**src/rtl/mc_pkg.sv**
```systemverilog
// Shared definitions for the mc_control sequencer: opcodes, FSM states, IR field positions.
// Pure declarations; no timing or flow control.
package mc_pkg;

   typedef enum logic [1:0] {
      T0 = 2'd0,
      T1 = 2'd1,
      T2 = 2'd2,
      T3 = 2'd3
   } state_t;

   localparam logic [2:0] OP_MV   = 3'b000;
   localparam logic [2:0] OP_MVI  = 3'b001;
   localparam logic [2:0] OP_ADD  = 3'b010;
   localparam logic [2:0] OP_SUB  = 3'b011;
   localparam logic [2:0] OP_MVNZ = 3'b100;

   localparam int OP_MSB     = 15;
   localparam int OP_LSB     = 13;
   localparam int RX_MSB     = 12;
   localparam int RX_LSB     = 10;
   localparam int RY_MSB     = 9;
   localparam int RY_LSB     = 7;
   localparam int ADDSUB_BIT = 13;

endpackage

```
**src/rtl/dec3to8.sv**
```systemverilog
// 3-bit index to one-hot-8 decode with enable; all-zero when disabled.
// Purely combinational, zero latency, no flow control.
module dec3to8 (
   input  logic [2:0] sel,
   input  logic       en,
   output logic [7:0] onehot
);

   assign onehot = en ? (8'b0000_0001 << sel) : 8'b0000_0000;

endmodule

```
**src/rtl/mc_control.sv**
```systemverilog
// Four-state control sequencer for a 16-bit, 8-register processor; MC_MVNZ_EN enables mvnz.
// mv/mvi/illegal take 2 cycles, add/sub 4; run is only accepted in T0 (ignored while busy).
module mc_control
   import mc_pkg::*;
(
   input  logic        clock,
   input  logic        resetn,
   input  logic        run,
   input  logic [15:0] DIN,
   input  logic        G_cond_check,
   output logic        IR_load,
   output logic [7:0]  R_in,
   output logic [7:0]  R_out,
   output logic        DIN_out,
   output logic        A_in,
   output logic        G_write,
   output logic        G_out_en,
   output logic        addsub,
   output logic        done,
   output logic        busy
);

   state_t      state;
   state_t      state_nxt;
   logic [15:0] ir;

   logic [2:0]  opcode;
   logic [2:0]  rx;
   logic [2:0]  ry;

   logic        rin_en;
   logic [2:0]  rin_sel;
   logic        rout_en;
   logic [2:0]  rout_sel;

   assign opcode = ir[OP_MSB:OP_LSB];
   assign rx     = ir[RX_MSB:RX_LSB];
   assign ry     = ir[RY_MSB:RY_LSB];

   always_ff @(posedge clock) begin
      if (!resetn) begin
         state <= T0;
         ir    <= 16'h0000;
      end else begin
         state <= state_nxt;
         if (state == T0 && run) begin
            ir <= DIN;
         end
      end
   end

   always_comb begin
      state_nxt = state;
      case (state)
         T0: state_nxt = run ? T1 : T0;
         T1: state_nxt = (opcode == OP_ADD || opcode == OP_SUB) ? T2 : T0;
         T2: state_nxt = T3;
         T3: state_nxt = T0;
         default: state_nxt = T0;
      endcase
   end

   always_comb begin
      IR_load  = 1'b0;
      DIN_out  = 1'b0;
      A_in     = 1'b0;
      G_write  = 1'b0;
      G_out_en = 1'b0;
      addsub   = 1'b0;
      done     = 1'b0;
      rin_en   = 1'b0;
      rin_sel  = rx;
      rout_en  = 1'b0;
      rout_sel = ry;
      case (state)
         T0: IR_load = run;
         T1: begin
            case (opcode)
               OP_MV: begin
                  rout_en = 1'b1;
                  rin_en  = 1'b1;
                  done    = 1'b1;
               end
               OP_MVI: begin
                  DIN_out = 1'b1;
                  rin_en  = 1'b1;
                  done    = 1'b1;
               end
               OP_ADD, OP_SUB: begin
                  rout_sel = rx;
                  rout_en  = 1'b1;
                  A_in     = 1'b1;
               end
`ifdef MC_MVNZ_EN
               OP_MVNZ: begin
                  // G_cond_check=1 means G is zero, so the move is suppressed
                  rout_en = !G_cond_check;
                  rin_en  = !G_cond_check;
                  done    = 1'b1;
               end
`endif
               default: done = 1'b1;
            endcase
         end
         T2: begin
            rout_en = 1'b1;
            G_write = 1'b1;
            addsub  = ir[ADDSUB_BIT];
         end
         T3: begin
            G_out_en = 1'b1;
            rin_en   = 1'b1;
            done     = 1'b1;
         end
         default: ;
      endcase
   end

   assign busy = (state != T0);

   dec3to8 u_dec_rin (
      .sel    (rin_sel),
      .en     (rin_en),
      .onehot (R_in)
   );

   dec3to8 u_dec_rout (
      .sel    (rout_sel),
      .en     (rout_en),
      .onehot (R_out)
   );

   // IR[6:0] carries no control information
`ifdef MC_MVNZ_EN
   logic unused_bits;
   assign unused_bits = ^ir[6:0];
`else
   logic unused_bits;
   assign unused_bits = ^{ir[6:0], G_cond_check};
`endif

endmodule
```
**config.mk**
```make
export PLATFORM = sky130hd
export DESIGN_NAME = mc_control
export DESIGN_NICKNAME = d
export VERILOG_FILES = /design/src/rtl/mc_pkg.sv /design/src/rtl/dec3to8.sv /design/src/rtl/mc_control.sv
export SDC_FILE = /design/constraint.sdc
export NUM_CORES = 1
export LEC_CHECK = 0
export ABC_AREA = 1
export BUFFER_PORTS_ARGS = -buffer_cell sky130_fd_sc_hd__buf_2
export CAP_MARGIN = 20
export CORE_ASPECT_RATIO = 0.75
export CORE_MARGIN = 4
export CORE_UTILIZATION = 39
export CTS_BUF_LIST = sky130_fd_sc_hd__clkbuf_4
export CTS_CLUSTER_SIZE = 30
export DETAILED_ROUTE_END_ITERATION = 6
export GPL_ROUTABILITY_DRIVEN = 0
export GPL_TIMING_DRIVEN = 0
export PLACE_DENSITY = 0.77
export SKIP_LAST_GASP = 1
export SYNTH_ARGS = -nofsm -noshare
export SYNTH_HDL_FRONTEND = slang
export SYNTH_HIERARCHICAL = 1
export SYNTH_SLANG_ARGS = --single-unit
```
**constraint.sdc**
```tcl
create_clock -name clock -period 1.44 [get_ports clock]
set_clock_uncertainty 0.05 [all_clocks]
set_input_delay 0.288 -clock clock [delete_from_list [all_inputs] [get_ports clock]]
set_output_delay 0.288 -clock clock [all_outputs]
set_load 0.01 [all_outputs]
```
Yosys cells after proc, flatten, opt, wreduce, memory -nomap -nowiden. Index checks and enable logic that the tools add are counted.

Equal/unequal tests: 6. Shifts and indexed selects: 2. Multiplexer cells: 21. Reduce and logical (&&, ||, !) cells: 8.

Operators by type and width (count): $mux 8 (2); $shl 1x3->8 const A (2); $mux 1 (12); $pmux 2 s4 (1); $eq 3x2->1 const B (2); $mux 3 (2); $pmux 1 s2 (3); $eq 2x2->1 const B (2); $reduce_or 2->1 (2); $eq 3x1->1 const B (1); $logic_not 3->1 (1); $reduce_or 3->1 (1); $eq 2x1->1 const B (1); $logic_not 2->1 (1); $mux 2 (1); $reduce_bool 2->1 (1); $logic_and 1x1->1 (1); $logic_or 1x1->1 (1).

Register bits after elaboration: 18. Input port bits: 20. Output and inout bits: 24. Word-level logic and storage cells: 39.

Logic depth before layout (Yosys ltp).
Depth after elaboration: 6. Mapped depth: 9. Gate-level depth less buffers: 9.

Modules after synthesis. The synthesis kept the hierarchy.

By module, submodules not included: mc_control (instances 1, cells each 83, area an instance 584.3 µm², seq. area each 220.2 µm²); dec3to8 (instances 2, cells each 17, area an instance 63.8 µm², seq. area each 0.0 µm²).

Worst setup path after synthesis. OpenSTA, ideal clock, no wires.

Kind: register to output. Start: register state[0]. End: output R_out[4]. Arrival time: 1.237 ns. Data required time: 1.102 ns. Slack: -0.135 ns. Stages on the path, launching flop included: 8. Path buffers: 0. Cell sequence: dfxtp_1 > ha_1 > inv_2 > nor2_2 > nand2_1 > a21oi_1 > nand2_1 > nor2_1.

RTL lines: start: declaration (line mc_control.sv:23) `state_t state;`; start signal: assignment (line mc_control.sv:45) `state <= state_nxt;`; $eq 2x2->1 or $eq 2x1->1 (tied branches) (line mc_control.sv:75) `case (state)`; $pmux 1 s2 * (line mc_control.sv:75); named net rout_en (line mc_control.sv:33) `logic rout_en;`; $mux 8 * (line dec3to8.sv:9) `assign onehot = en ? (8'b0000_0001 << sel) : 8'b0000_0000;`; end: declaration (line mc_control.sv:13) `output logic [7:0] R_out,`.

Mark *: on every way through the listed nets, which the timed path passes. The rest lies on a longest branch.

==> results.cfg <==
[sta]
max_freq_mhz = 505
setup_violations = 21
fin_ws_ns = -0.540
fin_crit_sh = 1.38
hold_viol = 0
rsz0062_at_grt = yes
slew_viol_final = 0
min_period_ns = 1.98
slew-limit-headroom = 0.837
whs_ns = 0.227
worstMarginPinSlew_ns = 0.242

[logic_synthesis]
yosys-top-cells-area = dfxtp_1 31%, nor2_1 18%, nand2_1 14%
synth_async_sr_flop_share = 0
syn_area_per_cell_um2 = 6.08
syn_area_um2 = 712
syn_inst = 117
ys_types = 16
synth_top_area_share = 0.309
synth_fp_nets = 142
yosysTopAreaCell = dfxtp_1
yosysWarningCount = 6
yosysSeqAreaShare = 0.309
ys.flop_type = dfxtp_1
ys_ff_latch = 11
yosys-top-cells-count = 34 x nor2_1, 27 x nand2_1, 16 x inv_1, 12 x o21ai_0, 11 x dfxtp_1
yosysMostFrequentCell = nor2_1
synth_edf_count = 0

[setup_path]
critPathKind = register to primary output
slowest_delay_ns = 0.37
slowest_stage = dfxtp_2
startpoint_type = register
r2r_slack_ns = 0.21
cp-end-kind = primary output
crit_chain = buf_4, ha_2, inv_1, a21oi_4, nand2_4, nor2_4, buf_6
critical_path_required_ns = 1.10
regToRegEndpoint = state[0]
arrival_ns = 1.64
reg2reg_depth = 6
crit_path_max_fanout = 4

[worst_hold_path]
hold_start = DIN[13]
hold_path_depth = 3
min_path_type = primary input to register
min_to = ir[13]

[clocking]
clock-sinks = 11
cts_max_path_buffers = 2
root_buffer = clkbuf_4
h-tree-depth = 1
cts_made_buffers = 3
cts_tree = done
path_clk_slew_ns = 0.07
clkLatencyLatePin_ns = 0.26

[finish]
stdcell_area_mm2 = 0.00130
area_delta_synth_final_pct = 82.4
multiInputGateArea_um2 = 597
drive_gt1_frac = 0.589
layout.nets = 194
seq_area_um2 = 228
diodes = 0
layout.filler_cells = 123
utilization = 0.753

[pwr]
p_per_area_mw_per_mm2 = 944
peakVddDrop_mv = 0.745
p_leak_nw = 0.628

[floorplan]
die_y_um = 45
die_x_um = 57.3
core_mm2 = 0.00172
dieArea_mm2 = 0.00258
rows = 13
initial_core_util = 0.413
ios = 44

[global_routing]
antenna_found_initial = 0
grt_max_degree = 11
grt_usage = 0.151
grt_pass1_wl_mm = 3.13
grt_pass1_vias = 777
grt_overflow = 0

[place]
post_dp_cell_area_mm2 = 0.00103
pre_cts_slack_ns = -0.259
numPortBuffers = 35
dp_hpwl_mm = 1.53

[run]
cap_violations = 0

[drt]
routed_wl_mm = 2.22
drc = 0
drtIter0Drc = 19
vias_per_cell = 4.59
drt_pass1_iterations = 4
postRouteAntennaNets = 0
routedWlPerCell_um = 11.7
vias = 873

[outcome]
violations = negative setup slack
status = finished, violations left
[cell type report]
class                           count  area share
Buffer                              1     0.00385
Timing Repair Buffer               47       0.255
Inverter                           18      0.0617
Sequential cell                    11       0.175
Tap cell                           22      0.0212
Multi-Input combinational cell     87       0.460
Clock buffer                        4      0.0231
[metal layers]
| metal | part of all wire | up-vias | routed length (um) | global-route usage |
|---|---|---|---|---|
| met4 | 0 | 0 | 0 | 0.0278 |
| met1 | 0.43 | 382 | 961 | 0.194 |
| met5 | 0 | - | 0 | 0 |
| li1 | - | 460 | - | - |
| met2 | 0.50 | 31 | 1110 | 0.273 |
| met3 | 0.069 | 0 | 152 | 0.0229 |
[critical path: cells and delay by family, from the launching register on]
| kind | cells | cell delay [ns] |
|---|---|---|
| AO/OA/AOI/OAI | 1 | 0.22 |
| adder cells (fa/ha/maj) | 1 | 0.21 |
| buffers and inverters | 3 | 0.33 |
| flip-flops | 1 | 0.37 |
| AND/OR/NAND/NOR | 2 | 0.26 |
[registers in the layout, indices dropped and copies added, names as in the netlist, named ones only]
register	cells
ir	9
state	1
[worst max path at each step]
stage | endpoint | depth (start not counted)
after CTS | R_out[5] | 9
after floorplan | R_out[0] | 8
final | R_out[5] | 7
after global routing | R_out[5] | 7
after global placement | R_out[5] | 9
after detailed placement | R_out[5] | 9
[power by group]
group | switching (mW) | total, mW | internal (mW)
clock network | 0.0937 | 0.219 | 0.126
registers | 0.0575 | 0.410 | 0.353
logic | 0.343 | 0.597 | 0.254
total | 0.494 | 1.23 | 0.732
[metrics by stage]
stage / power, mW / std cells / TNS [ns]
floorplan: 0.717 / 117 / -0.657
global placement: 0.812 / 174 / -2.26
detailed placement: 0.829 / 174 / -2.65
CTS: 1.11 / 184 / -7.19
global route: 1.31 / 190 / -10.04
finish: 1.23 / 190 / -8.27
[timing repair]
action / CTS / global route
pin swaps: 16 / 5
endpoints found under the setup margin: 23 / 22
gates resized for setup: 24 / 20
hold buffers: 0 / 0
setup buffers: 6 / 6
[logic make-up after synthesis]
| logic type | share of synthesized area |
|---|---|
| buf+inv | 0.105 |
| compound gates | 0.111 |
| fa+ha+maj | 0.0879 |
| simple gates | 0.387 |
| flops | 0.309 |
[layout by cell type, fill, tap and decap left out]
cell / n
nor2_4: 10
buf_2: 26
nand2_8: 1
buf_4: 11
nor2_1: 20
dfxtp_1: 7
nand2_2: 10
inv_6: 1
o21ai_0: 11
ha_1: 2
buf_6: 11
nor2_2: 7
a21oi_4: 1
ha_2: 1
inv_4: 3
dfxtp_2: 3
nand2_4: 4
inv_1: 12
nor3_1: 1
dfxtp_4: 1
ha_4: 2
clkbuf_4: 4
a21oi_2: 1
o21ai_1: 1
inv_2: 2
nand2_1: 14
a21oi_1: 1
No activity file was read; power rests on OpenSTA's default activity.
